### config.mk
export PLATFORM = sky130hd
export DESIGN_NAME = split_source2
export DESIGN_NICKNAME = d
export VERILOG_FILES = /design/src/rtl/split_source2_pkg.sv /design/src/rtl/split_source2_fsm.sv /design/src/rtl/split_source2.sv
export SDC_FILE = /design/constraint.sdc
export NUM_CORES = 1
export LEC_CHECK = 0
export ABC_AREA = 1
export CAP_MARGIN = 20
export CELL_PAD_IN_SITES_DETAIL_PLACEMENT = 0
export CELL_PAD_IN_SITES_GLOBAL_PLACEMENT = 1
export CORE_AREA = 2 2 39 41
export DETAILED_ROUTE_END_ITERATION = 12
export DIE_AREA = 0 0 41 43
export PLACE_DENSITY = 0.76
export RECOVER_POWER = 25
export SYNTH_ARGS = -nofsm -noshare
export SYNTH_HDL_FRONTEND = slang
export SYNTH_SLANG_ARGS = --single-unit
export TNS_END_PERCENT = 10
### constraint.sdc
create_clock -name clk -period 1.69 [get_ports clk]
set_clock_uncertainty 0.15 [all_clocks]
set_input_delay 0.169 -clock clk [delete_from_list [all_inputs] [get_ports clk]]
set_output_delay 0.169 -clock clk [all_outputs]
set_load 0.05 [all_outputs]
### src/rtl/split_source2_pkg.sv
// Shared state encoding and constants for the split_source2 conditional split.
package split_source2_pkg;

    typedef logic [1:0] state_t;

    localparam state_t IDLE = 2'd0;
    localparam state_t REQ  = 2'd1;
    localparam state_t ACK  = 2'd2;
    localparam state_t RTZ  = 2'd3;

    localparam int CNT_W = 16;

endpackage

### src/rtl/split_source2_fsm.sv
// Four-phase handshake sequencer for split_source2: state register plus
// registered request/acknowledge outputs.
module split_source2_fsm
    import split_source2_pkg::*;
(
    input  logic clk,
    input  logic rst,
    input  logic in_req,
    input  logic ctl_req,
    input  logic sel,
    input  logic sel_next,
    input  logic out_ack0,
    input  logic out_ack1,
    output logic capture,
    output logic accept,
    output logic ack,
    output logic req0,
    output logic req1
);

    state_t state;
    state_t nxt;
    logic   sel_ack;
    logic   req_next;

    // Acknowledge from the non-selected output never influences the sequence.
    assign sel_ack = sel ? out_ack1 : out_ack0;
    assign capture = (state == IDLE) && in_req && ctl_req;
    assign accept  = (state == REQ) && sel_ack;

    always_comb begin
        // NOTE: nxt is given a default first so every path assigns it and no latch is inferred.
        nxt = state;
        case (state)
            IDLE:    if (capture) nxt = REQ;
            REQ:     if (sel_ack) nxt = ACK;
            ACK:     if (!in_req && !ctl_req) nxt = RTZ;
            RTZ:     if (!sel_ack) nxt = IDLE;
            default: nxt = IDLE;
        endcase
    end

    // Outputs are decoded from the next state so they leave straight from flops.
    assign req_next = (nxt == REQ) || (nxt == ACK);

    always_ff @(posedge clk or negedge rst) begin
        if (!rst) begin
            state <= IDLE;
            req0  <= 1'b0;
            req1  <= 1'b0;
            ack   <= 1'b0;
        end else begin
            // NOTE: non-blocking assignments so every flop samples pre-edge values.
            state <= nxt;
            req0  <= req_next && !sel_next;
            req1  <= req_next && sel_next;
            ack   <= (nxt == ACK) || (nxt == RTZ);
        end
    end

endmodule

### src/rtl/split_source2.sv
// Clocked four-phase conditional split: routes one data token to output 0 or 1
// by the select token. Optional per-output transfer counters: SPLIT_SOURCE2_CNT_EN.
module split_source2
    import split_source2_pkg::*;
#(
    parameter int N = 1
) (
    input  logic         clk,
    input  logic         rst,
    input  logic         r_i,
    output logic         a_i,
    input  logic [N-1:0] d_i,
    input  logic         rctl_i,
    output logic         actl_i,
    input  logic         dctl_i,
    output logic         r0_o,
    input  logic         a0_o,
    output logic [N-1:0] d0_o,
    output logic         r1_o,
    input  logic         a1_o,
    output logic [N-1:0] d1_o
`ifdef SPLIT_SOURCE2_CNT_EN
   ,output logic [CNT_W-1:0] cnt0_o,
    output logic [CNT_W-1:0] cnt1_o
`endif
);

    logic [N-1:0] dreg;
    logic         sel;
    logic         sel_next;
    logic         capture;
    logic         accept;
    logic         ack;

    // The sequencer needs the post-edge select to decode the request lines.
    assign sel_next = capture ? dctl_i : sel;

    split_source2_fsm u_fsm (
        .clk      (clk),
        .rst      (rst),
        .in_req   (r_i),
        .ctl_req  (rctl_i),
        .sel      (sel),
        .sel_next (sel_next),
        .out_ack0 (a0_o),
        .out_ack1 (a1_o),
        .capture  (capture),
        .accept   (accept),
        .ack      (ack),
        .req0     (r0_o),
        .req1     (r1_o)
    );

    assign a_i    = ack;
    assign actl_i = ack;
    assign d0_o   = dreg;
    assign d1_o   = dreg;

    always_ff @(posedge clk or negedge rst) begin
        if (!rst) begin
            dreg <= '0;
            sel  <= 1'b0;
        end else if (capture) begin
            dreg <= d_i;
            sel  <= dctl_i;
        end
    end

`ifdef SPLIT_SOURCE2_CNT_EN
    // Counters advance on REQ->ACK and wrap naturally at full scale.
    always_ff @(posedge clk or negedge rst) begin
        if (!rst) begin
            cnt0_o <= '0;
            cnt1_o <= '0;
        end else if (accept) begin
            if (sel) cnt1_o <= cnt1_o + 1'b1;
            else     cnt0_o <= cnt0_o + 1'b1;
        end
    end
`else
    logic unused_accept;
    assign unused_accept = accept;
`endif

endmodule
* Yosys cells after proc, flatten, opt, wreduce, memory -nomap -nowiden
Index checks and enable logic that the tools add are counted.
Operators by class: reduce and logical (&&, ||, !) cells 11, equality and inequality tests 6, add/subtract/negate cells 0, muxes and demuxes 7, bitwise logic cells 0, $mul 0, shifts and indexed selects 0, divide/modulo/power cells 0, order comparisons 0
Operator list (number):
- $eq 2x2->1 const B | 4
- $mux 2 | 4
- $pmux 2 s4 | 1
- $logic_and 1x1->1 | 5
- $eq 2x1->1 const B | 2
- $logic_not 1->1 | 3
- $logic_not 2->1 | 1
- $logic_or 1x1->1 | 2
- $mux 1 | 2
Storage, ports and cells: output and inout port bits 6, memories kept 0, word-level logic and storage cells 30, memory bits (writable) 0, ROM bits 0, latch bits 0, register bits after elaboration 7, input bits 8

* Logic depth before layout (Yosys ltp)
Gate-level depths: netlist (run 1).
word-level depth 8, mapped depth 8, gate-level depth less buffers 8

* Cells and area by module
From an unflattened synthesis (run 1), not the netlist that was laid out.
Unflattened totals: cell total of the unflattened synthesis 42, area, all modules 352.8 µm²
By module, submodules not included:
- split_source2_fsm | instances 1, seq. area each 125.1 µm², area an instance 261.5 µm², cells an instance 31
- split_source2 | instances 1, seq. area each 50.0 µm², area an instance 91.3 µm², cells an instance 11

* Worst setup path before layout (run 1)
Ideal clock, no wire load.
kind reg-to-reg, start point register u_fsm.ack (netlist name), end point register u_fsm.req1, data arrival time 1.214 ns, clock period less this slack 1.484 ns, library setup time 0.120 ns, stages on the path, launching flop included 8, setup slack 0.206 ns, path buffers 0, data required time 1.420 ns, path through dfrtp_1 > inv_1 > a21oi_1 > nand2_1 > nand2_1 > nand2_1 > nand2_2 > nor2_2
RTL lines:
- end signal, assigned | RTL line split_source2_fsm.sv:56 | req1 <= req_next && sel_next;
- end, declared | RTL line split_source2_fsm.sv:18 | output logic req1

==> metrics.md, run 1 <==
| Metric | Value |
|---|---|
| Run status | `completed` |
| Drt initial violations | `0` |
| Seq/Total Area, Yosys | `46.88%` |
| Clk root buf | `clkbuf_4` |
| Clock Tree Buf Depth | `2` |
| Cts bufs inserted | `3` |
| Routed vias/inst | `3.958` |
| I/O Pins | `14` |
| Initial core utilization | `23.15%` |
| Routing usage on met3 | `1.571%` |
| Largest net degree at the start of global routing | `7` |
| Post-CTS setup buffer count | `0` |
| LEAKAGE | `0.0002543 uW` |
| Final Hold Vio Count | `0` |
| # rows | `14` |
| Cells along the critical path | `buf_4 -> inv_1 -> nor2_1 -> nor2_1 -> nand2_1 -> nand2_2 -> nor2_2` |
| P per Cell Area | `2268 nW/um^2` |
| ANT nets after route | `0` |
| Grt peak-use layer | `met2` |
| Final TNS setup | `0 ps` |
| Yosys reg bits | `6` |
| Core Region | `1384 um^2` |
| Buf+Inv Stages, Crit Path | `2` |
| Clock slew at reported path FFs | `50 ps` |
| Grt met1 use | `10.26%` |
| Crit path DAT | `1280 ps` |
| Wire per inst | `8.549 um` |
| End of the worst register-to-register path | `u_fsm.req1` |
| Slowest Stage Delay on Critical Path | `380 ps` |
| Area Overhead vs Synth | `54.69%` |
| Min cycle time layout | `1303 ps` |
| Sequential share of power | `23.0%` |
| Die height | `43 um` |
| Worst path most repeated cell | `nor2_1` |
| Comb pwr share | `65.3%` |
| P_sw | `555.1 uW` |
| Slew headroom | `81.67%` |
| Post-cts repair resize count | `0` |
| Slew of the pin with the lowest slew margin | `274.1 ps` |
| Clock share of power | `11.7%` |
| Clk sink count | `6` |
| Drt drc | `0` |
| First-pass GRT wire length | `1069 um` |
| Period utilisation layout | `77.09%` |
| Hpwl dp | `509.2 um` |
| Met2 Track Usage GR | `13.75%` |
| Final WL | `607 um` |
| Final setup viols | `0` |
| Layout fillers | `155` |
| Clock latency on the worst-skew pair | `240 ps` |
| Crit Path Max Fanout | `5` |
| Syn_nets | `48` |
| Crit end category | `flop` |
| Number of diodes | `0` |
| Die area | `1763 um^2` |
| Max Freq | `767.6 MHz` |
| H-tree Lvls | `1` |
| Netlist cell types | `14` |
| Grt ovf | `0` |
| Antenna violations before repair | `0` |
| P_int | `568.7 uW` |
| Worst Hold Class | `input port to async pin` |
| DIE WIDTH | `41 um` |
| CTS tree | `built` |
| # port buffers | `13` |
| Worst Reg-to-Reg Cells | `7` |
| Core Util, Final | `35.80%` |
| Reg2reg start | `u_fsm.ack` |
| Number of global-route vias before repair | `289` |
| Required time of the critical path | `1670 ps` |
| Routability Congestion | `0.7203` |
| Gr usage total | `9.726%` |
| Switching share of power | `49.40%` |
| Delay-heaviest family, CP | `simple AND/OR/NAND/NOR gates` |
| Max Slew Vio Count | `0` |
| Syn. warnings | `0` |
| Peak supply drop | `0.0007450 V` |
| Syn Inst Count | `40` |
| Pre-antenna DRT Iters | `1` |
| Syn Area/Cell | `8.008 um^2` |
| Fin Hold WS | `82.97 ps` |
| Total of max-cap violations | `0` |
| Crit Path Category | `flop to flop` |
| Post-Syn Area | `320.3 um^2` |
| Startpoint types | `flop` |
| Hold buffers post-CTS | `0` |
| Flop2flop setup slack | `390 ps` |
| Unrepaired setup endpoints after global routing | `no` |
| Share of layout cells above drive strength 1 | `32.73%` |
| CP max stage cell | `dfrtp_1` |
| Nets | `65` |
| Vias | `281` |
==> cell type report <==
| type | count | area [um^2] | share of cell area [%] |
|---|---|---|---|
| multi-input cells | 23 | 121.4 | 24.49 |
| repair buffers | 14 | 147.6 | 29.80 |
| flip-flops and latches | 6 | 150.1 | 30.30 |
| well taps | 16 | 20.02 | 4.040 |
| inverters | 9 | 33.78 | 6.818 |
| clock buffers | 3 | 22.52 | 4.545 |
==> registers in the layout, indices dropped and copies added (netlist names) <==
name         flops
d0_o             1
sel              1
u_fsm.ack        1
u_fsm.req0       1
u_fsm.req1       1
u_fsm.state      1
==> metal layers <==
metal,vias to the layer above,share of wire [%]
met5,-,0
met1,121,40
met3,2,3.8
li1,151,-
met2,7,53
met4,0,3.1
==> worst max path at each step <==
stage | startpoint | depth (start not counted) | slack [ps] | to
6_report | u_fsm.ack | 7 | 390 | u_fsm.req1
5_1_grt | u_fsm.state[0] | 7 | 300 | u_fsm.req1
4_1_cts | u_fsm.ack | 7 | 370 | u_fsm.req1
3_5_place_dp | a1_o | 8 | 230 | u_fsm.req1
3_3_place_gp | a1_o | 9 | 240 | u_fsm.req1
2_1_floorplan | u_fsm.ack | 7 | 210 | u_fsm.req1
==> cells in the final DEF, fill, tap and decap left out <==
master           count
nand3_2              1
nand2_2              1
clkdlybuf4s50_1      6
dlygate4sd3_1        1
nand3_1              2
nor2_1               3
o21ai_2              1
o21ai_0              1
clkbuf_4             3
inv_2                1
nor2_2               3
mux2_2               1
buf_4                5
inv_1                8
nand2_1              8
dfrtp_1              6
buf_12               2
a21oi_1              2
==> synthesized netlist by cell type (all sizes together) <==
master,number,area [um^2]
a21oi,2,10.01
buf,2,15.01
dfrtp,6,150.1
inv,9,33.78
mux2,1,11.26
nand2,9,36.29
nand3,3,20.02
nor2,6,30.03
o21ai,2,13.76
==> worst reg2reg max path: stages (launching register included) <==
cell     delay (ps)
dfrtp_1         380
buf_4           170
inv_1           100
nor2_1           50
nor2_1          150
nand2_1          90
nand2_2          80
nor2_2           30
==> power groups by stage <==
stage	registers, uW	logic, uW	clock network [uW]
3_3_place_gp	261	739	0
5_1_grt	269	795	144
4_1_cts	259	745	136
2_1_floorplan	424	346	0
3_5_place_dp	261	743	0
6_report	258	734	131
==> per-stage QoR <==
step	std cells	power [uW]	cell area (um^2)	worst slack (ps)
after floorplan	40	770.8	320.3	205.9
after global placement	68	1000	473.0	243.7
after detailed placement	68	1004	473.0	227.1
after CTS	71	1140	495.5	371.8
after global routing	71	1208	495.5	301.9
final	71	1124	495.5	387.2
==> logic make-up after synthesis <==
kind of cell | Yosys count | share of synthesized area (%)
flops | 6 | 46.87
mux | 1 | 3.515
simple gates | 18 | 26.96
compound gates | 4 | 7.421
buf+inv | 11 | 15.23
(Power assumes the default switching activity.)
==> inputs of run 2 (changes only) <==
- clock period: 1.69 -> 1.26 ns (I/O delays scaled with it)
==> run 2 against run 1 <==
  * The run now ends with negative setup slack left
  * Die area stayed put
  * Final area is 23% higher
  * Combinational power is 76% higher
  * Power is 69% higher
  * Non-clock buffer count is 4 higher
  * First-iteration DRC count stayed put
  * Core utilization is 8.4 points higher
  * Register-to-register slack worse by 400 ps
  * Worst setup slack worse by 400 ps
==> metrics.md, run 2 (synthesis gave the netlist of run 1 again) <==
| Metric | Value |
|---|---|
| Final setup viols | `3 (+3)` |
| Slowest Stage Delay on Critical Path | `440 ps (+60 ps)` |
| Cells along the critical path | `nor2_4 -> nand3_4 -> nand2_2 -> nand2_2 -> nand2_2 -> nand2_2 -> nor2_2` |
| ANT nets after route | `0 (unchanged)` |
| Max Freq | `785.7 MHz (+2.4%)` |
| Area after DPL | `539.3 um^2 (+14%)` |
| I/O Pins | `14 (unchanged)` |
| DIE WIDTH | `41 um (unchanged)` |
| Sequential share of power | `21.8% (-1.2 points)` |
| Post-route design area | `611.8 um^2 (+23%)` |
| Max Slew Vio Count | `0 (unchanged)` |
| Nets | `69 (+6.2%)` |
| Routed vias/inst | `3.882 (-1.9%)` |
| Share of layout cells above drive strength 1 | `46.67% (+14 points)` |
| Buf+Inv Stages, Crit Path | `0 (-2)` |
| CP max stage cell | `dfrtp_2` |
| Crit Path Category | `flop to flop` |
| Core Util, Final | `44.21% (+8.4 points)` |
| Slew headroom | `82.52% (+0.85 points)` |
| Wire per inst | `10.12 um (+18%)` |
| Grt ovf | `0 (unchanged)` |
| Die height | `43 um (unchanged)` |
| CTS tree | `built` |
| Number of diodes | `0 (unchanged)` |
| Core Region | `1384 um^2 (unchanged)` |
| Most frequent cells in the layout | `8 x inv_1, 6 x clkdlybuf4s50_1, 6 x buf_12, 5 x nand2_1` |
| Clock share of power | `10.0% (-1.7 points)` |
| First-pass GRT wire length | `1200 um (+12%)` |
| Design Power | `1897 uW (+69%)` |
| Crit Path Max Fanout | `4 (-1)` |
| Number of global-route vias before repair | `326 (+13%)` |
| Run status | `finished, violations left` |
| Clk sink count | `6 (unchanged)` |
| Most common cell after layout, fill and taps aside | `inv_1` |
| Crit path DAT | `1290 ps (about the same)` |
| # rows | `14 (unchanged)` |
| Drt initial violations | `0 (unchanged)` |
| Unrepaired setup endpoints after global routing | `yes` |
| # port buffers | `13 (unchanged)` |
| Clk root buf | `clkbuf_4` |
| Cts bufs inserted | `3 (unchanged)` |
| DP Cell Count | `70 (+2.9%)` |
| Final Hold Vio Count | `0 (unchanged)` |
| P_sw | `868.1 uW (+56%)` |
| LEAKAGE | `0.0002929 uW (+15%)` |
| Antenna violations before repair | `0 (unchanged)` |
| Drt drc | `0 (unchanged)` |
| Vias | `295 (+5.0%)` |
| Crit end category | `flop` |
| Min cycle time layout | `1273 ps (-30.10 ps)` |
| Initial core utilization | `23.15% (unchanged)` |
| H-tree Lvls | `1 (unchanged)` |
| Clock slew at reported path FFs | `50 ps (about the same)` |
| Delay-heaviest family, CP | `simple AND/OR/NAND/NOR gates` |
| Required time of the critical path | `1280 ps (-390 ps)` |
| Non-Filler Instances | `76 (+7.0%)` |
| P_int | `1029 uW (+81%)` |
| Fin Hold WS | `362.5 ps (+279.5 ps)` |
| Die area | `1763 um^2 (unchanged)` |
| Comb pwr share | `68.2% (+2.9 points)` |
| Worst Hold Class | `input port to flop` |
| Period utilisation layout | `101.0% (+24 points)` |
| Startpoint types | `flop` |
| Setup ws final | `-12.71 ps (-399.9 ps)` |
| Pre-antenna DRT Iters | `1 (unchanged)` |
| Routability Congestion | `0.6462 (-10%)` |
| Final WL | `769 um (+27%)` |
| Gr usage total | `10.92% (+1.2 points)` |
| Clock Tree Buf Depth | `2 (unchanged)` |
| Switching share of power | `45.75% (-3.6 points)` |
| Total of max-cap violations | `0 (unchanged)` |
| P per Cell Area | `3101 nW/um^2 (+37%)` |
| Failing checks | `negative setup slack` |
| Largest net degree at the start of global routing | `7 (unchanged)` |
| Area Overhead vs Synth | `91.02%` |
| Hpwl dp | `612.5 um (+20%)` |
| Peak supply drop | `0.001189 V (+60%)` |
| Worst path most repeated cell | `nand2_2` |
| Slew of the pin with the lowest slew margin | `261.3 ps (-12.77 ps)` |
| Clock latency on the worst-skew pair | `250 ps (about the same)` |
## run 2: layer usage
metal / wire (um) / track usage (%) / vias up / part of all wire, %
met1: 297 / 10.53 / 135 / 39
met2: 451 / 18.13 / 4 / 59
met3: 20 / 0 / 0 / 2.6
met5: 0 / 0 / - / 0
li1: - / - / 156 / -
met4: 0 / 12.00 / 0 / 0
## run 2: power groups by stage
stage                     clock network, uW  registers (uW)  logic (uW)
after global routing                    219             428        1380
after floorplan                           0             573         465
after CTS                               203             399        1210
after global placement                    0             396        1190
final                                   190             414        1290
after detailed placement                  0             401        1210
## run 2: path summary, 6_finish.rpt
kind	cells past startpoint	slack (ps)	from	endpoint
worst max-delay path	7	-10	u_fsm.state[0]	u_fsm.req1
max in group asynchronous	2	160	rst	u_fsm.ack
worst min-delay path	2	360	d_i	d0_o
worst min register to register	4	490	sel	sel
worst max register to register	7	-10	u_fsm.state[0]	u_fsm.req1
min in group asynchronous	2	570	rst	d0_o
## run 2: layout make-up
| type | instances | area [um^2] |
|---|---|---|
| timing repair buffer | 18 | 230.2 |
| inverter | 9 | 33.78 |
| clock buffer | 4 | 26.28 |
| tap | 16 | 20.02 |
| multi-input combinational | 23 | 148.9 |
| sequential | 6 | 152.6 |
| fill | 142 | 772.0 |
## run 2: through the flow
step | TNS [ps] | worst slack [ps]
2_1_floorplan | -138.6 | -54.02
3_3_place_gp | -542.3 | -188.9
3_5_place_dp | -642.2 | -188.1
4_1_cts | -82.77 | -34.92
5_1_grt | -280.6 | -84.18
6_report | -30.38 | -12.71
## run 2: repair_timing
| item | in CTS | in global routing |
|---|---|---|
| hold endpoints to repair | 6 | 0 |
| endpoints found under the setup margin | 4 | 8 |
| resized for setup | 0 | 8 |
| setup buffers | 0 | 1 |
| pin swaps | 1 | 4 |
| hold buffers | 1 | 0 |
==> inputs of run 3 (changes only) <==
- PLACE_DENSITY: 0.76 -> 0.79
- SYNTH_HIERARCHICAL: not set -> 1
==> run 3 against run 2 <==
  * The run still ends with negative setup slack left
  * Sequential share of layout area grew 3.6 points
  * Critical endpoint is now u_fsm/ack
  * Combinational power decreased by 13%
  * Worst setup slack lost 170 ps
  * Synthesized area increased by 9.0%
  * Critical path type unchanged
  * Global-route usage increased by 0.62 points
  * Final area up 0.41%
  * Cell count is the same
  * Critical path depth is 1 higher
  * Clock power barely moved
  * Wire length up 2.2%
==> metrics.md, run 3 <==
| Metric | Value |
|---|---|
| Run status | `finished, violations left` |
| Failing checks | `negative setup slack` |
| DIE WIDTH | `41 um (unchanged)` |
| ANT nets after route | `0 (unchanged)` |
| Antenna violations before repair | `0 (unchanged)` |
| Clock Tree Buf Depth | `2 (unchanged)` |
| Area Overhead vs Synth | `75.99%` |
| Initial core utilization | `25.23% (+2.1 points)` |
| Hold Crit Depth | `3 (+1)` |
| Grt ovf | `0 (unchanged)` |
| Design Power | `1749 uW (-7.8%)` |
| Reg2reg start | `sel` |
| Vias | `324 (+9.8%)` |
| Worst Reg-to-Reg Cells | `8 (+1)` |
| Syn_nets | `51 (+6.3%)` |
| Number of global-route vias before repair | `333 (+2.1%)` |
| # rows | `14 (unchanged)` |
| Share of layout cells above drive strength 1 | `43.33% (-3.3 points)` |
| Period utilisation layout | `114.4% (+13 points)` |
| Pre-antenna DRT Iters | `2 (+1)` |
| Crit Path Max Fanout | `3 (-1)` |
| Clk sink count | `7 (+1)` |
| Nets | `71 (+2.9%)` |
| Routed vias/inst | `4.263 (+9.8%)` |
| Dpl ws | `-380.6 ps (-192.5 ps)` |
| H-tree Lvls | `1 (unchanged)` |
| Flop2flop setup slack | `-180 ps (-170 ps)` |
| Unrepaired setup endpoints after global routing | `yes` |
| Number of diodes | `0 (unchanged)` |
| Slew headroom | `78.51% (-4.0 points)` |
| Setup ws final | `-180.9 ps (-168.2 ps)` |
| Min-Delay Startpoint | `d_i` |
| Final setup viols | `4 (+1)` |
| Gr usage total | `11.54% (+0.62 points)` |
| Wire per inst | `10.34 um (+2.2%)` |
| Crit path DAT | `1420 ps (+130 ps)` |
| End of the worst register-to-register path | `u_fsm/ack` |
| Most flops, register | `u_fsm/state` |
| Hold Path Sink | `d0_o` |
| Max Freq | `694.0 MHz (-12%)` |
| Post-route design area | `614.3 um^2 (+0.41%)` |
| Startpoint types | `flop` |
| Layout fillers | `133 (-6.3%)` |
| Hpwl dp | `614.2 um (+0.28%)` |
| Area after DPL | `556.8 um^2 (+3.2%)` |
| Crit end category | `flop` |
| Core Region | `1384 um^2 (unchanged)` |
| Drt drc | `0 (unchanged)` |
| Most frequent cells in the layout | `8 x nand2_1, 7 x dfrtp_1, 7 x clkdlybuf4s50_1` |
| Syn Inst Count | `41 (+2.5%)` |
| Die height | `43 um (unchanged)` |
| Crit Path Category | `flop to flop` |
| Final Hold Vio Count | `0 (unchanged)` |
| First-pass GRT wire length | `1311 um (+9.3%)` |
| Required time of the critical path | `1240 ps (-40 ps)` |
| # port buffers | `13 (unchanged)` |
| Syn. warnings | `6 (+6)` |
| Clock slew at reported path FFs | `50 ps (about the same)` |
| Final WL | `786 um (+2.2%)` |
| Largest net degree at the start of global routing | `8 (+1)` |
| Worst Hold Class | `input port to flop` |
| Drt initial violations | `7 (+7)` |
| Clk root buf | `clkbuf_4` |
| Peak supply drop | `0.001002 V (-16%)` |
| P per Cell Area | `2847 nW/um^2 (-8.2%)` |
| Die area | `1763 um^2 (unchanged)` |
| Max reg flops | `2` |
| Slew of the pin with the lowest slew margin | `321.4 ps (+60.04 ps)` |
| CTS tree | `built` |
| Clock latency on the worst-skew pair | `240 ps (about the same)` |
| Most common cell after layout, fill and taps aside | `nand2_1` |
| Max Slew Vio Count | `0 (unchanged)` |
| Cts bufs inserted | `3 (unchanged)` |
| Routability Congestion | `0.6634 (+2.7%)` |
| Core Util, Final | `44.39% (+0.18 points)` |
| I/O Pins | `14 (unchanged)` |
| LEAKAGE | `0.0003062 uW (+4.6%)` |
| Fin Hold WS | `292.8 ps (-69.70 ps)` |
| Total of max-cap violations | `0 (unchanged)` |
| Post-Syn Area | `349.1 um^2 (+9.0%)` |
| Syn Area/Cell | `8.514 um^2 (+6.3%)` |
| Min cycle time layout | `1441 ps (+168.2 ps)` |
==> run 3: worst max-delay path by stage <==
stage,from,to,slack [ps]
floorplan,sel,u_fsm/ack,-120
CTS,sel,u_fsm/ack,-180
global route,sel,u_fsm/ack,-280
global placement,a1_o,u_fsm/ack,-350
detailed placement,a0_o,u_fsm/ack,-380
finish,sel,u_fsm/ack,-180
==> run 3: final cells by class <==
type	instances	area, um^2	area share, %
clock buffers	4	26.28	4.277
flip-flops and latches	7	175.2	28.51
multi-input cells	26	177.7	28.92
inverters	6	22.52	3.666
repair buffers	17	192.7	31.36
well taps	16	20.02	3.259
==> run 3: power by group <==
part           total [uW]  switching [uW]  internal [uW]
sequential            439             109            330
clock                 193            73.1            120
combinational        1120             613            504
total                1750             795            954
==> run 3: per-stage QoR <==
step	setup TNS (ps)	instances
floorplan	-248.5	41
global placement	-1296	69
detailed placement	-1400	69
CTS	-439.0	76
global route	-863.4	76
finish	-403.8	76
==> run 3: routing by layer <==
layer | global-route usage [%] | wire length (um) | vias up
met4 | 8.000 | 19 | 0
met1 | 10.56 | 300 | 152
met3 | 3.141 | 16 | 2
met5 | 0 | 0 | -
met2 | 20.00 | 449 | 4
li1 | - | - | 166
==> run 3: critical path, cell delays in order, from the launching register on <==
cell and delay (ps):
dfrtp_1 400, inv_1 70, nand2_2 60, nand2_2 70, nand3_2 60, nand2_1 70
nor2_2 50, ha_4 150, or2_4 230
==> run 3: what timing repair did <==
action                     CTS  global route
hold endpoints to repair     7             0
setup buffers                2             0
pin swaps                    6             0
gates cloned                 0             0
setup endpoints to repair    5             5
resized for setup           11             0
hold buffers                 1             0
